--- src/rtl/hazard_control_unit.sv ---
// Decode-stage hazard controller: EX operand forwarding, load-use stall FSM,
// branch/jump flushing, and saturating stall/flush event counters.
module hazard_control_unit #(
    parameter int REGW       = 5,
    parameter int NSRC       = 2,
    parameter int LOAD_STALL = 1,
    parameter int CNT_W      = 32
) (
    input  logic                   clk,
    input  logic                   rst,
    input  logic                   RegWriteM,
    input  logic                   RegWriteW,
    input  logic                   MemReadE,
    input  logic [REGW-1:0]        RD_E,
    input  logic [REGW-1:0]        RD_M,
    input  logic [REGW-1:0]        RD_W,
    input  logic [NSRC*REGW-1:0]   Rs_D,
    input  logic [NSRC*REGW-1:0]   Rs_E,
    input  logic                   Branch_or_Jump,
    output logic [2*NSRC-1:0]      Forward,
    output logic                   StallF,
    output logic                   StallD,
    output logic                   FlushD,
    output logic                   FlushE,
    output logic [CNT_W-1:0]       stall_cnt,
    output logic [CNT_W-1:0]       flush_cnt
);

    typedef enum logic {S_IDLE, S_STALL} state_t;

    localparam logic [2:0] REM_INIT = 3'(LOAD_STALL - 1);

    state_t           r_state, w_state_next;
    logic [2:0]       r_rem, w_rem_next;
    logic [NSRC-1:0]  w_fwd_m, w_fwd_w, w_src_hit;
    logic             w_luh, w_stall;
    logic [CNT_W-1:0] r_stall_cnt, r_flush_cnt;

    genvar gi;
    generate
        for (gi = 0; gi < NSRC; gi++) begin : g_src
            assign w_fwd_m[gi]   = RegWriteM && (RD_M != '0) && (RD_M == Rs_E[gi*REGW +: REGW]);
            assign w_fwd_w[gi]   = RegWriteW && (RD_W != '0) && (RD_W == Rs_E[gi*REGW +: REGW]);
            // MEM result is younger than WB, so it wins when both match.
            assign Forward[2*gi +: 2] = w_fwd_m[gi] ? 2'b10 : (w_fwd_w[gi] ? 2'b01 : 2'b00);
            assign w_src_hit[gi] = (RD_E == Rs_D[gi*REGW +: REGW]);
        end
    endgenerate

    assign w_luh = MemReadE && (RD_E != '0) && (|w_src_hit);

    always_ff @(posedge clk or negedge rst) begin
        if (!rst) begin
            r_state <= S_IDLE;
            r_rem   <= 3'd0;
        end else begin
            r_state <= w_state_next;
            r_rem   <= w_rem_next;
        end
    end

    always_comb begin
        w_state_next = r_state;
        w_rem_next   = r_rem;
        case (r_state)
            S_IDLE: begin
                if (w_luh && !Branch_or_Jump && (LOAD_STALL > 1)) begin
                    w_state_next = S_STALL;
                    w_rem_next   = REM_INIT;
                end
            end
            S_STALL: begin
                // A taken branch squashes the held load's dependent, so the stall is moot.
                if (Branch_or_Jump || (r_rem == 3'd1)) begin
                    w_state_next = S_IDLE;
                    w_rem_next   = 3'd0;
                end else begin
                    w_rem_next   = r_rem - 3'd1;
                end
            end
            default: begin
                w_state_next = S_IDLE;
                w_rem_next   = 3'd0;
            end
        endcase
    end

    always_comb begin
        w_stall = !Branch_or_Jump && ((r_state == S_STALL) || ((r_state == S_IDLE) && w_luh));
        StallF  = w_stall;
        StallD  = w_stall;
        FlushD  = Branch_or_Jump;
        FlushE  = Branch_or_Jump || w_stall;
    end

    always_ff @(posedge clk or negedge rst) begin
        if (!rst) begin
            r_stall_cnt <= '0;
            r_flush_cnt <= '0;
        end else begin
            if (w_stall && (r_stall_cnt != '1))
                r_stall_cnt <= r_stall_cnt + CNT_W'(1);
            if (Branch_or_Jump && (r_flush_cnt != '1))
                r_flush_cnt <= r_flush_cnt + CNT_W'(1);
        end
    end

    assign stall_cnt = r_stall_cnt;
    assign flush_cnt = r_flush_cnt;

endmodule

--- config.mk ---
export PLATFORM = sky130hd
export DESIGN_NAME = hazard_control_unit
export DESIGN_NICKNAME = d
export VERILOG_FILES = /design/src/rtl/hazard_control_unit.sv
export SDC_FILE = /design/constraint.sdc
export NUM_CORES = 1
export LEC_CHECK = 0
export CORE_MARGIN = 5
export CORE_UTILIZATION = 51
export CTS_CLUSTER_SIZE = 12
export DETAILED_ROUTE_END_ITERATION = 10
export HOLD_SLACK_MARGIN = 0.06
export MAX_ROUTING_LAYER = met4
export PLACE_DENSITY = 0.87
export SKIP_LAST_GASP = 1
export SYNTH_ARGS = -nofsm -noshare
export SYNTH_HDL_FRONTEND = slang
export SYNTH_SLANG_ARGS = --single-unit
export TNS_END_PERCENT = 20
--- constraint.sdc ---
create_clock -name clk -period 5.2 [get_ports clk]
set_clock_uncertainty 0.2 [all_clocks]
set_input_delay 1.04 -clock clk [delete_from_list [all_inputs] [get_ports clk]]
set_output_delay 1.04 -clock clk [all_outputs]
set_load 0.02 [all_outputs]
==> summary.md, run 1 <==
| Metric | Value |
|---|---|
| RSZ-0062 raised after global routing | no |
| Core box area | 6832 um2 |
| Critical path arrival | approximately 3500 ps |
| Post-synth EDFFs | 0 |
| Max Slew Vio Count | 0 |
| Clock root buffer master | clkbuf_8 |
| Ratio of cells with drive above 1 in the final layout | 5.945% |
| Number of global-route vias before repair | ~3300 |
| Library cells used by synthesis | 36 |
| Syn nets | 390 |
| Clock-pin slew on the worst setup and hold paths | about 80 ps |
| Via count | about 3200 |
| Inst Count DP | between 500 and 600 |
| Synthesized cell area | between 3000 and 4000 um2 |
| Die height | between 90 and 100 um |
| Worst reg2reg setup slack | roughly 2600 ps |
| Startpoint types | input port |
| Design area | about 5100 um2 |
| Drt pass-1 iters | 4 |
| Worst relative slew slack | between 40% and 50% |
| Synth Register Bits | between 60 and 70 |
| Max Cap Viol | 0 |
| Final WL | a little over 9000 um |
| Width of the die | 94.19 um |
| CTS tree | built |
| Critical Path RT | just under 4000 ps |
| Setup TNS Final | 0 ps |
| Commonest non-fill, non-tap cell in the layout | clkdlybuf4s50_1 |
| Cells on worst reg2reg path | 7 |
| Hold slack | a little under 300 ps |
| Clock Path Buffers | 2 |
| Hold buffer count at CTS | 0 |
| Crit path time final | about 4700 ps |
| Least-Margin Pin Slew | around 840 ps |
| Area Overhead vs Synth | 40.39% |
| IO buf count | approximately 110 |
| Gr ovfl total | 0 |
| Fraction of registers with async set/reset | 100.0% |
| Pleak | roughly 2.2 nW |
| Critical Path End Type | output port |
| Pwr per Cell Area | between 200 and 300 nW/um2 |
| I/O Pins | ~110 |
| First-pass GRT wire length | 15330 um |
| Final period util | around nine tenths |
| Clock Latency Late Sink | 350 ps |
| Total GRT Usage | roughly 22% |
| Residual DRC | 0 |
| Die area | 8872 um2 |
| GPL Wtd Cong | 0.8848 |
| Average cell area after synthesis | approximately 10 um2 |
| Crit Path Class | in -> out |
| Standard-cell row count | 30 |
| Layout Utilization | about three quarters |
| Final setup fails | 0 |
| Avg Vias per Cell | between 5 and 6 |
| Clk sinks | between 60 and 70 |
| Post-DP HPWL | slightly below 7000 um |
| Layout Nets | a little over 500 |
| Register area share after synthesis | between 40 and 50% |
| Worst IR Drop VDD | around 0.23 mV |
| Fin cells | 567 |
| Final Worst Setup Slack | approximately 500 ps |
| Most frequent cells in the layout | clkdlybuf4s50_1 (111), dfrtp_1 (68), xnor2_1 (58) |
| Num CTS Buffers | 9 |
| Routed Antenna Nets | 0 |
| Post-CTS Setup Bufs | 0 |
| FF-to-FF End | stall_cnt[12]$_DFFE_PN0P_ |
| Outcome | finished clean |
| ANT cells | 0 |
| Post-placement cell area | about 4800 um2 |
| Pre-CTS WS | roughly 510 ps |
| DR WL/cell | 16.31 um |
| Top_reg_cell synth | dfrtp_1 |
| YS warnings | 0 |
| Largest net degree at the start of global routing | 64 |
| Tot Pwr | between 1 and 1.5 mW |
| Reg2reg start | stall_cnt[0]$_DFFE_PN0P_ |
| PostCTS Resize Cnt | 0 |
| Initial antenna violation count | 0 |
| Post-Syn Instances | about 350 |
| Hold Fails Final Rpt | 0 |
| H-Tree Depth | 3 |
| Class of the worst hold path | in -> async |
| Initial core utilization | between 50% and 60% |
| DRT iter0 DRCs | 82 |
| FMAX | approximately 210 MHz |
| Largest fanout on the critical path | 3 |
[layout make-up]
| type | count | area, um2 |
|---|---|---|
| Timing Repair Buffer | 114 | 1131 |
| Inverter | 7 | 26.28 |
| Clock buffer | 11 | 151.4 |
| Multi-Input combinational cell | 266 | 1861 |
| Clock inverter | 5 | 83.83 |
| Tap cell | 96 | 120.1 |
| Sequential cell | 68 | 1702 |
| Fill cell | 474 | 1757 |
[worst max path at each step]
stage | startpoint | end | slack, ps | cells after the start
after floorplan | RD_M[1] | Forward[0] | 1300 | 4
after global placement | RD_M[1] | Forward[0] | 660 | 6
after detailed placement | RD_M[2] | Forward[0] | 510 | 6
after CTS | RD_M[2] | Forward[0] | 520 | 6
after global routing | RD_M[2] | Forward[0] | 370 | 6
final | RD_M[2] | Forward[2] | 500 | 6
[report_power, final]
group / leakage (nW) / total (mW) / switching [mW] / internal (mW)
Combinational: 1.13 / 0.257 / 0.123 / 0.135
Sequential: 0.915 / 0.611 / 0.0484 / 0.562
Clock: 0.112 / 0.505 / 0.208 / 0.297
Total: 2.16 / 1.37 / 0.379 / 0.994
[Yosys cell counts, drive strengths merged (7+ instances only)]
master  instances  area [um2]
dfrtp          68        1702
xor2           33       289.0
xnor2          58       508.0
nand4          20       140.1
inv             7       26.28
nor3            8       51.30
nand3          36       180.2
nor2           13       48.80
and3           19       118.9
nand2          26       97.59
[critical path, cell delays in order]
cell and delay [ps]:
clkdlybuf4s50_1 510, or4_1 580, o21ai_0 250, nor4_1 130, nor4_1 300, clkdlybuf4s50_1 660
[cell families (layout without fill, tap and decap cells)]
| kind of cell | count (synthesis) | count (layout) | share of synthesized area [%] |
|---|---|---|---|
| and+or+nand+nor | 150 | 150 | 23.57 |
| adders and majority gates | 4 | 4 | 1.385 |
| muxes | 3 | 3 | 0.8999 |
| AOI/OAI and AO/OA | 18 | 18 | 3.565 |
| DFF | 68 | 68 | 47.08 |
| buffers and inverters | 11 | 137 | 1.454 |
| xor gates and xnor gates | 91 | 91 | 22.05 |
[metal layers]
layer	global-route usage, %	routed length, um	vias up
met3	4.567	623	22
met2	36.76	4574	137
met1	26.74	3848	1546
met5	-	0	-
met4	9.266	203	0
li1	-	-	1472
[sequential cells by signal (all words and copies together) (netlist names)]
signal and cells:
flush_cnt 32, stall_cnt 32, r_rem 3, r_state 1
Note: power is estimated with default switching activity, not from simulation.
==> inputs of run 2 (changes only) <==
Settings changed: CORE_MARGIN 5 to 3.
==> run 2 against run 1 <==
  * Clock power decreased by 5.9%
  * Final area decreased by 0.35%
  * Critical path depth unchanged
  * Clock-buffer cell count increased by 1
  * Power decreased by 2.1%
  * Worst hold slack got worse by 6.6 ps
  * Worst setup slack improved by 120 ps
  * Global-route usage increased by 1.2 points
  * Register-to-register slack got worse by 90 ps
  * Non-clock buffer count unchanged
  * Critical path type unchanged
  * Largest cell class unchanged
==> summary.md, run 2 (same netlist as run 1, synthesis figures left out) <==
| Metric | Value |
|---|---|
| Worst relative slew slack | 48.98% |
| H-Tree Depth | 3 |
| Layout Nets | ~510 |
| PostCTS Resize Cnt | 0 |
| Max Slew Vio Count | 0 |
| Worst IR Drop VDD | about 0.3 mV |
| Total GRT Usage | between 20% and 30% |
| Clock Latency Late Sink | 340 ps |
| Critical Path Max Stage Delay | around 670 ps |
| Setup TNS Final | 0 ps |
| First-pass GRT wire length | 15260 um |
| CP Buf/Inv Count | 2 |
| Layout Utilization | 74.03% |
| Width of the die | approximately 90 um |
| Final WL | around 9000 um |
| DR WL/cell | around 16 um |
| Delay-heaviest family, CP | buffers and inverters |
| Reg2reg start | stall_cnt[0]$_DFFE_PN0P_ |
| Area Overhead vs Synth | 39.91% |
| Hold Fails Final Rpt | 0 |
| Core box area | 6832 um2 |
| Critical path arrival | between 3000 and 4000 ps |
| Ratio of cells with drive above 1 in the final layout | 5.520% |
| Final setup fails | 0 |
| GPL Wtd Cong | 0.8709 |
| CP Cell Sequence | clkdlybuf4s50_1 -> or4_1 -> o21ai_0 -> nor4_1 -> nor4_1 -> clkdlybuf4s50_1 |
| Standard-cell row count | 30 |
| Post-CTS Setup Bufs | 0 |
| Initial antenna violation count | 0 |
| CP max stage cell | clkdlybuf4s50_1 |
| Critical Path End Type | output port |
| FMAX | about 220 MHz |
| Avg Vias per Cell | 5.550 |
| Crit Path Class | in -> out |
| Stages on worst setup path | 6 |
| Die area | approximately 8000 um2 |
| CTS tree | built |
| Startpoint types | input port |
| WHS Path Cells | 1 |
| Hold buffer count at CTS | 0 |
| ANT cells | 0 |
| Final period util | ~90% |
| Number of global-route vias before repair | about 3200 |
| DRT iter0 DRCs | 145 |
| Clock Path Buffers | 2 |
| Critical Path Start | RD_M[1] |
| Class of the worst hold path | reg -> reg |
| Setup crit end | Forward[0] |
| Initial core utilization | between 50% and 60% |
| FF-to-FF End | stall_cnt[12]$_DFFE_PN0P_ |
| Commonest non-fill, non-tap cell in the layout | clkdlybuf4s50_1 |
| Num CTS Buffers | 9 |
| Pwr per Cell Area | 265.9 nW/um2 |
| Clock-pin slew on the worst setup and hold paths | ~60 ps |
| Largest fanout on the critical path | 3 |
| Worst reg2reg setup slack | 2500 ps |
| Crit path time final | approximately 4600 ps |
| Clock root buffer master | clkbuf_8 |
| Gr ovfl total | 0 |
| Largest net degree at the start of global routing | 41 |
| Least-Margin Pin Slew | around 760 ps |
| Die height | approximately 90 um |
| Number of fill cells in the layout | around 500 |
| Pleak | about 2.2 nW |
| Clk sinks | slightly below 70 |
| I/O Pins | about 110 |
| Routed Antenna Nets | 0 |
| Cells on worst reg2reg path | 7 |
| Design area | about 5100 um2 |
| Residual DRC | 0 |
| Post-DP HPWL | 6669 um |
| Via count | roughly 3100 |
| Post-placement cell area | around 4800 um2 |
| RSZ-0062 raised after global routing | no |
| Tot Pwr | ~1.3 mW |
| Outcome | finished clean |
| IO buf count | between 100 and 150 |
| Critical Path RT | about 4000 ps |
| Max Cap Viol | 0 |
| Drt pass-1 iters | 4 |
| Most frequent cells in the layout | clkdlybuf4s50_1 (111), dfrtp_1 (68), xnor2_1 (58) |
run 2: cell count changes in the layout (fill, tap and decap cells not counted):
cell	previous run	this run
clkbuf_1	0	2
clkinvlp_4	2	1
clkinv_2	0	1
clkbuf_8	11	10
clkinv_4	1	0
run 2: report_power, final:
part           internal, mW  switching [mW]  total (mW)  leakage [nW]
registers             0.563          0.0484       0.611         0.915
clock network         0.283           0.193       0.475         0.107
logic                 0.135           0.123       0.258          1.13
run 2: worst reg2reg max path, delay by kind of cell, from the launching register on:
| family | cells | cell delay [ps] |
|---|---|---|
| XOR/XNOR | 1 | 180 |
| adder cells (fa/ha/maj) | 1 | 260 |
| flip-flops | 1 | 450 |
| AND/OR/NAND/NOR | 5 | 1550 |
run 2: cell type report:
type	instances	area, um2	share of cell area [%]
multi-input cells	266	1861	36.79
clock buffers	12	145.1	2.870
well taps	96	120.1	2.375
clock inverters	4	72.57	1.435
inverters	7	26.28	0.5195
flip-flops and latches	68	1702	33.65
repair buffers	114	1131	22.37
run 2: worst min path at each step:
stage	startpoint	slack, ps	to
after floorplan	r_rem[2]$_DFFE_PN0P_	250	r_rem[2]$_DFFE_PN0P_
after global placement	r_rem[2]$_DFFE_PN0P_	270	r_rem[2]$_DFFE_PN0P_
after detailed placement	flush_cnt[29]$_DFFE_PN0P_	280	flush_cnt[29]$_DFFE_PN0P_
after CTS	flush_cnt[29]$_DFFE_PN0P_	290	flush_cnt[29]$_DFFE_PN0P_
after global routing	flush_cnt[29]$_DFFE_PN0P_	300	flush_cnt[29]$_DFFE_PN0P_
final	flush_cnt[29]$_DFFE_PN0P_	290	flush_cnt[29]$_DFFE_PN0P_
run 2: metrics by stage:
stage	std cells	hold slack (ps)	setup WS [ps]
detailed placement	551	281.7	639.4
floorplan	345	248.1	1303
finish	567	286.5	619.1
global placement	551	269.8	696.0
global route	567	303.2	432.0
CTS	567	290.7	641.9
run 2: metal layers:
| layer | GRT usage [%] | up-vias | share of wire (%) |
|---|---|---|---|
| met5 | - | - | 0 |
| met3 | 7.531 | 21 | 6.1 |
| met1 | 28.45 | 1529 | 41 |
| li1 | - | 1463 | - |
| met2 | 38.39 | 134 | 51 |
| met4 | 5.740 | 0 | 1.3 |
==> inputs of run 3 (changes only) <==
Settings changed: SETUP_SLACK_MARGIN set to 0.02.
==> results of run 3 <==
The final DEF is identical to that of run 2; final timing and power are the same.
==> variant 1, RTL diff (flow settings as in run 3) <==
Set the parameter `CNT_W` to 24 (it was 32).
--- a/src/rtl/hazard_control_unit.sv
+++ b/src/rtl/hazard_control_unit.sv
@@ -5,5 +5,5 @@
     parameter int NSRC       = 2,
     parameter int LOAD_STALL = 1,
-    parameter int CNT_W      = 32
+    parameter int CNT_W      = 24
 ) (
     input  logic                   clk,
Interface: changed (resized flush_cnt and stall_cnt); port bits go from 113 to 97. The function was not compared with the original's and may differ.
==> variant 1 against run 3 <==
  * Global-route usage down 0.97 points
  * Die area decreased by 18%
  * Wire length is 24% lower
  * Sequential cell count down 16
  * Sequential share of layout area shrank 1.6 points
  * Synthesized cell count decreased by 15%
  * Total power decreased by 21%
  * Clock power shrank 33%
  * Register-to-register slack worse by 0.44 ns
  * Worst setup slack got worse by 0.045 ns
  * Area after synthesis shrank 19%
  * Core utilization rose by 2.2 points
  * Design area fell by 20%
==> variant 1: results (changes against run 3) <==
| Metric | Value |
|---|---|
| Final core utilization | 0.762 (+0.0217) |
| First-pass GRT wire length | 11600 um (-24%) |
| Critical Path AT | 3.39 ns (+0.05 ns) |
| Synth area leaders | dfrtp_1, xnor2_1, xor2_1 |
| Post-synthesis compound-gate area fraction | 0.0504 (+0.0147) |
| R2R Setup Slk | 2.06 ns (-0.44 ns) |
| PortBufs | 96 (-14%) |
| Post-synthesis sequential area ratio | 0.444 (-0.0267) |
| Lkg Pwr | 1.73 nW (-20%) |
| Proportion of synthesized area in mux cells | 0.0162 (+0.00723) |
| Area share of fa/ha/maj cells after synthesis | 0.0171 (+0.00323) |
| Relative slew margins | 0.536 (+0.0461) |
| Reg clk slew, reported paths | 0.10 ns (+0.04 ns) |
| FILL cells | 383 (-23%) |
| CTS Buffer Depth | 2 (unchanged) |
| Gpl congestion | 0.823 (-5.5%) |
| Worst vdd ir | 0.000229 V (-24%) |
| Worst-path fanout max | 4 (+1) |
| Vias in the first global route | 2632 (-17%) |
| TritonCTS Buffers | 5 (-4) |
| DP Wirelength | 5310 um (-20%) |
| Commonest cells in the netlist | dfrtp_1, xnor2_1, xor2_1 |
| Layout cells sized above 1 | 0.0487 (-0.00648) |
| GRT Util Overall | 0.225 (-0.00973) |
| Synth Net Count | 337 (-14%) |
| Via density | 5.55 (about the same) |
| DR WL/cell | 14.9 um (-6.0%) |
| Status | completed |
| XOR/XNOR Fraction of Synth Area | 0.215 (-0.00529) |
| Largest net degree at the start of global routing | 53 (+29%) |
| H-Tree Level Count | 2 (-1) |
variant 1: final cells by class:
class                           count  area share
Clock buffer                        5      0.0169
Multi-Input combinational cell    222       0.379
Timing Repair Buffer               97       0.237
Tap cell                           70      0.0215
Clock inverter                      2      0.0148
Sequential cell                    52       0.320
Inverter                           12      0.0111
variant 1: power by group:
group          internal (mW)  switching, mW
sequential             0.438         0.0479
clock                  0.189          0.130
combinational          0.135          0.117
total                  0.762          0.294
variant 1: path summary, 6_finish.rpt:
kind                                          start                        end  cells past startpoint
max                                         RD_E[0]                     StallD                      7
min                        flush_cnt[8]$_DFFE_PN0P_   flush_cnt[8]$_DFFE_PN0P_                      1
max reg2reg                stall_cnt[0]$_DFFE_PN0P_   stall_cnt[1]$_DFFE_PN0P_                      6
min reg2reg                flush_cnt[8]$_DFFE_PN0P_   flush_cnt[8]$_DFFE_PN0P_                      1
max in group asynchronous                       rst  flush_cnt[23]$_DFFE_PN0P_                      2
min in group asynchronous                       rst  stall_cnt[20]$_DFFE_PN0P_                      2
variant 1: per-layer routing:
layer  part of all wire  GRT usage  up-vias
met2               0.52      0.404      105
met4              0.015     0.0598        0
met3              0.058     0.0351       12
met1               0.41      0.261     1221
met5                  0          -        -
li1                   -          -     1214
variant 1: worst register-to-register path, stage by stage, from the launching register on:
cell and delay (ns):
dfrtp_1 0.43, ha_1 0.22, nand4_1 0.30, nor4_1 0.66, nand2_1 0.24, a31oi_2 0.65
mux2_4 0.35
variant 1: per-stage QoR:
stage	setup WS, ns	instances	hold WS (ns)
global route	0.429	460	0.315
global placement	0.634	453	0.265
CTS	0.580	460	0.295
floorplan	1.30	292	0.248
detailed placement	0.585	453	0.281
finish	0.574	460	0.291
==> variant 2, RTL diff (config.mk and constraints of run 3) <==
Made on the original files. Register the output `flush_cnt` once more, cleared by the reset; this adds one clock of latency there. The other outputs are not delayed to match.
--- a/src/rtl/hazard_control_unit.sv
+++ b/src/rtl/hazard_control_unit.sv
@@ -107,5 +107,11 @@
 
     assign stall_cnt = r_stall_cnt;
-    assign flush_cnt = r_flush_cnt;
+    always_ff @(posedge clk or negedge rst) begin
+        if (!rst) begin
+            flush_cnt <= '0;
+        end else begin
+            flush_cnt <= r_flush_cnt;
+        end
+    end
 
 endmodule
Formal check against the unedited RTL: not equivalent (a bounded check fails within 4 cycles, from zero or initial values and one cycle with rst low).
==> variant 2 against run 3 <==
  * Via count rose by 6.8%
  * Design area rose by 19%
  * Sequential cell count rose by 32
  * Sequential share of layout area rose by 8.1 points
  * Area after synthesis rose by 27%
  * Worst setup slack got worse by 0.036 ns
  * Wire length rose by 4.9%
  * Combinational power rose by 2%
  * Total power rose by 19%
  * Critical endpoint unchanged
  * Largest power group unchanged
==> variant 2: results (changes against run 3) <==
| Metric | Value |
|---|---|
| Clock network power | 0.449 mW (-5.5%) |
| Reg area | 0.00250 mm2 (+47%) |
| Sequential cell area share | 0.418 (+0.0811) |
| XOR/XNOR Fraction of Synth Area | 0.173 (-0.0473) |
| Dpl ws | 0.574 ns (-0.0658 ns) |
| Worst-path fanout max | 3 (unchanged) |
| Lkg Pwr | 2.50 nW (+16%) |
| Proportion of synthesized area in mux cells | 0.00707 (-0.00193) |
| Synth area leaders | dfrtp_1, xnor2_1, xor2_1 |
| Status | completed |
| Drt first pass iters | 5 (+1) |
| Net Sw Frac | 0.281 (+0.00999) |
| Placed cell areas | 0.00581 mm2 (+20%) |
| Post-synth cell types | 46 (+28%) |
| Commonest cells in the netlist | dfrtp_1, xnor2_1, nand3_1 |
| #MultiIn Comb | 278 (+4.5%) |
| Synth Net Count | 444 (+14%) |
| Area share of fa/ha/maj cells after synthesis | 0.0109 (-0.00297) |
| Nets@finish | 561 (+9.8%) |
| Post-synthesis compound-gate area fraction | 0.0220 (-0.0136) |
| Layout cells sized above 1 | 0.0827 (+0.0275) |
| Post-synthesis sequential area ratio | 0.544 (+0.0730) |
| Worst vdd ir | 0.000235 V (-21%) |
| First-pass GRT wire length | 15800 um (+3.9%) |
| Signal buf overhead | 0.189 (-0.0345) |
| Critical Path AT | 3.38 ns (+0.04 ns) |
| FILL cells | 653 (+31%) |
| Slowest stage delay, CP | 0.67 ns (about the same) |
| Met2 wire len | 4790 um (+3.5%) |
| GRT Util Overall | 0.201 (-0.0343) |
| Met1 Use GR | 0.233 (-0.0510) |
| Met2 Use GR | 0.339 (-0.0452) |
| Met3 wire len | 657 um (+20%) |
| DR vias | 3361 (+6.8%) |
| Seq_cells | 100 (+47%) |
| DP Wirelength | 7160 um (+7.3%) |
| Fraction of area in multi-input gates | 0.333 (-0.0351) |
| M1 WL | 3910 um (+4.8%) |
| Via density | 5.35 (-3.6%) |
| Largest net degree at the start of global routing | 65 (+59%) |
| Inst Count DP | 613 (+11%) |
| Relative slew margins | 0.474 (-0.0162) |
| Met3 Use GR | 0.0664 (-0.00888) |
| Reg clk slew, reported paths | 0.09 ns (+0.03 ns) |
| Synthesized area per cell | 11.5 um2 (+10%) |
| Gpl congestion | 0.801 (-8.0%) |
| Clock Network Area Fraction | 0.0299 (-0.0132) |
-- variant 2: changes by cell type after synthesis, sizes merged, moves of 8 or more --
cell / run 3 / this run
xnor2: 58 / 66
xor2: 33 / 25
and3: 19 / 10
dfrtp: 68 / 100
nand3: 36 / 45
nor4: 6 / 14
-- variant 2: path summary, 6_finish.rpt --
| path | start | to | slack, ns | cells past startpoint |
|---|---|---|---|---|
| hold reg to reg | r_flush_cnt[19]$_DFFE_PN0P_ | flush_cnt[19]$_DFF_PN0_ | 0.24 | 0 |
| max in group asynchronous | rst | r_flush_cnt[23]$_DFFE_PN0P_ | 3.29 | 2 |
| hold / removal | r_flush_cnt[19]$_DFFE_PN0P_ | flush_cnt[19]$_DFF_PN0_ | 0.24 | 0 |
| setup reg to reg | stall_cnt[3]$_DFFE_PN0P_ | stall_cnt[1]$_DFFE_PN0P_ | 2.53 | 6 |
| min in group asynchronous | rst | flush_cnt[5]$_DFF_PN0_ | 0.53 | 1 |
| setup / recovery | RD_M[1] | Forward[0] | 0.58 | 6 |
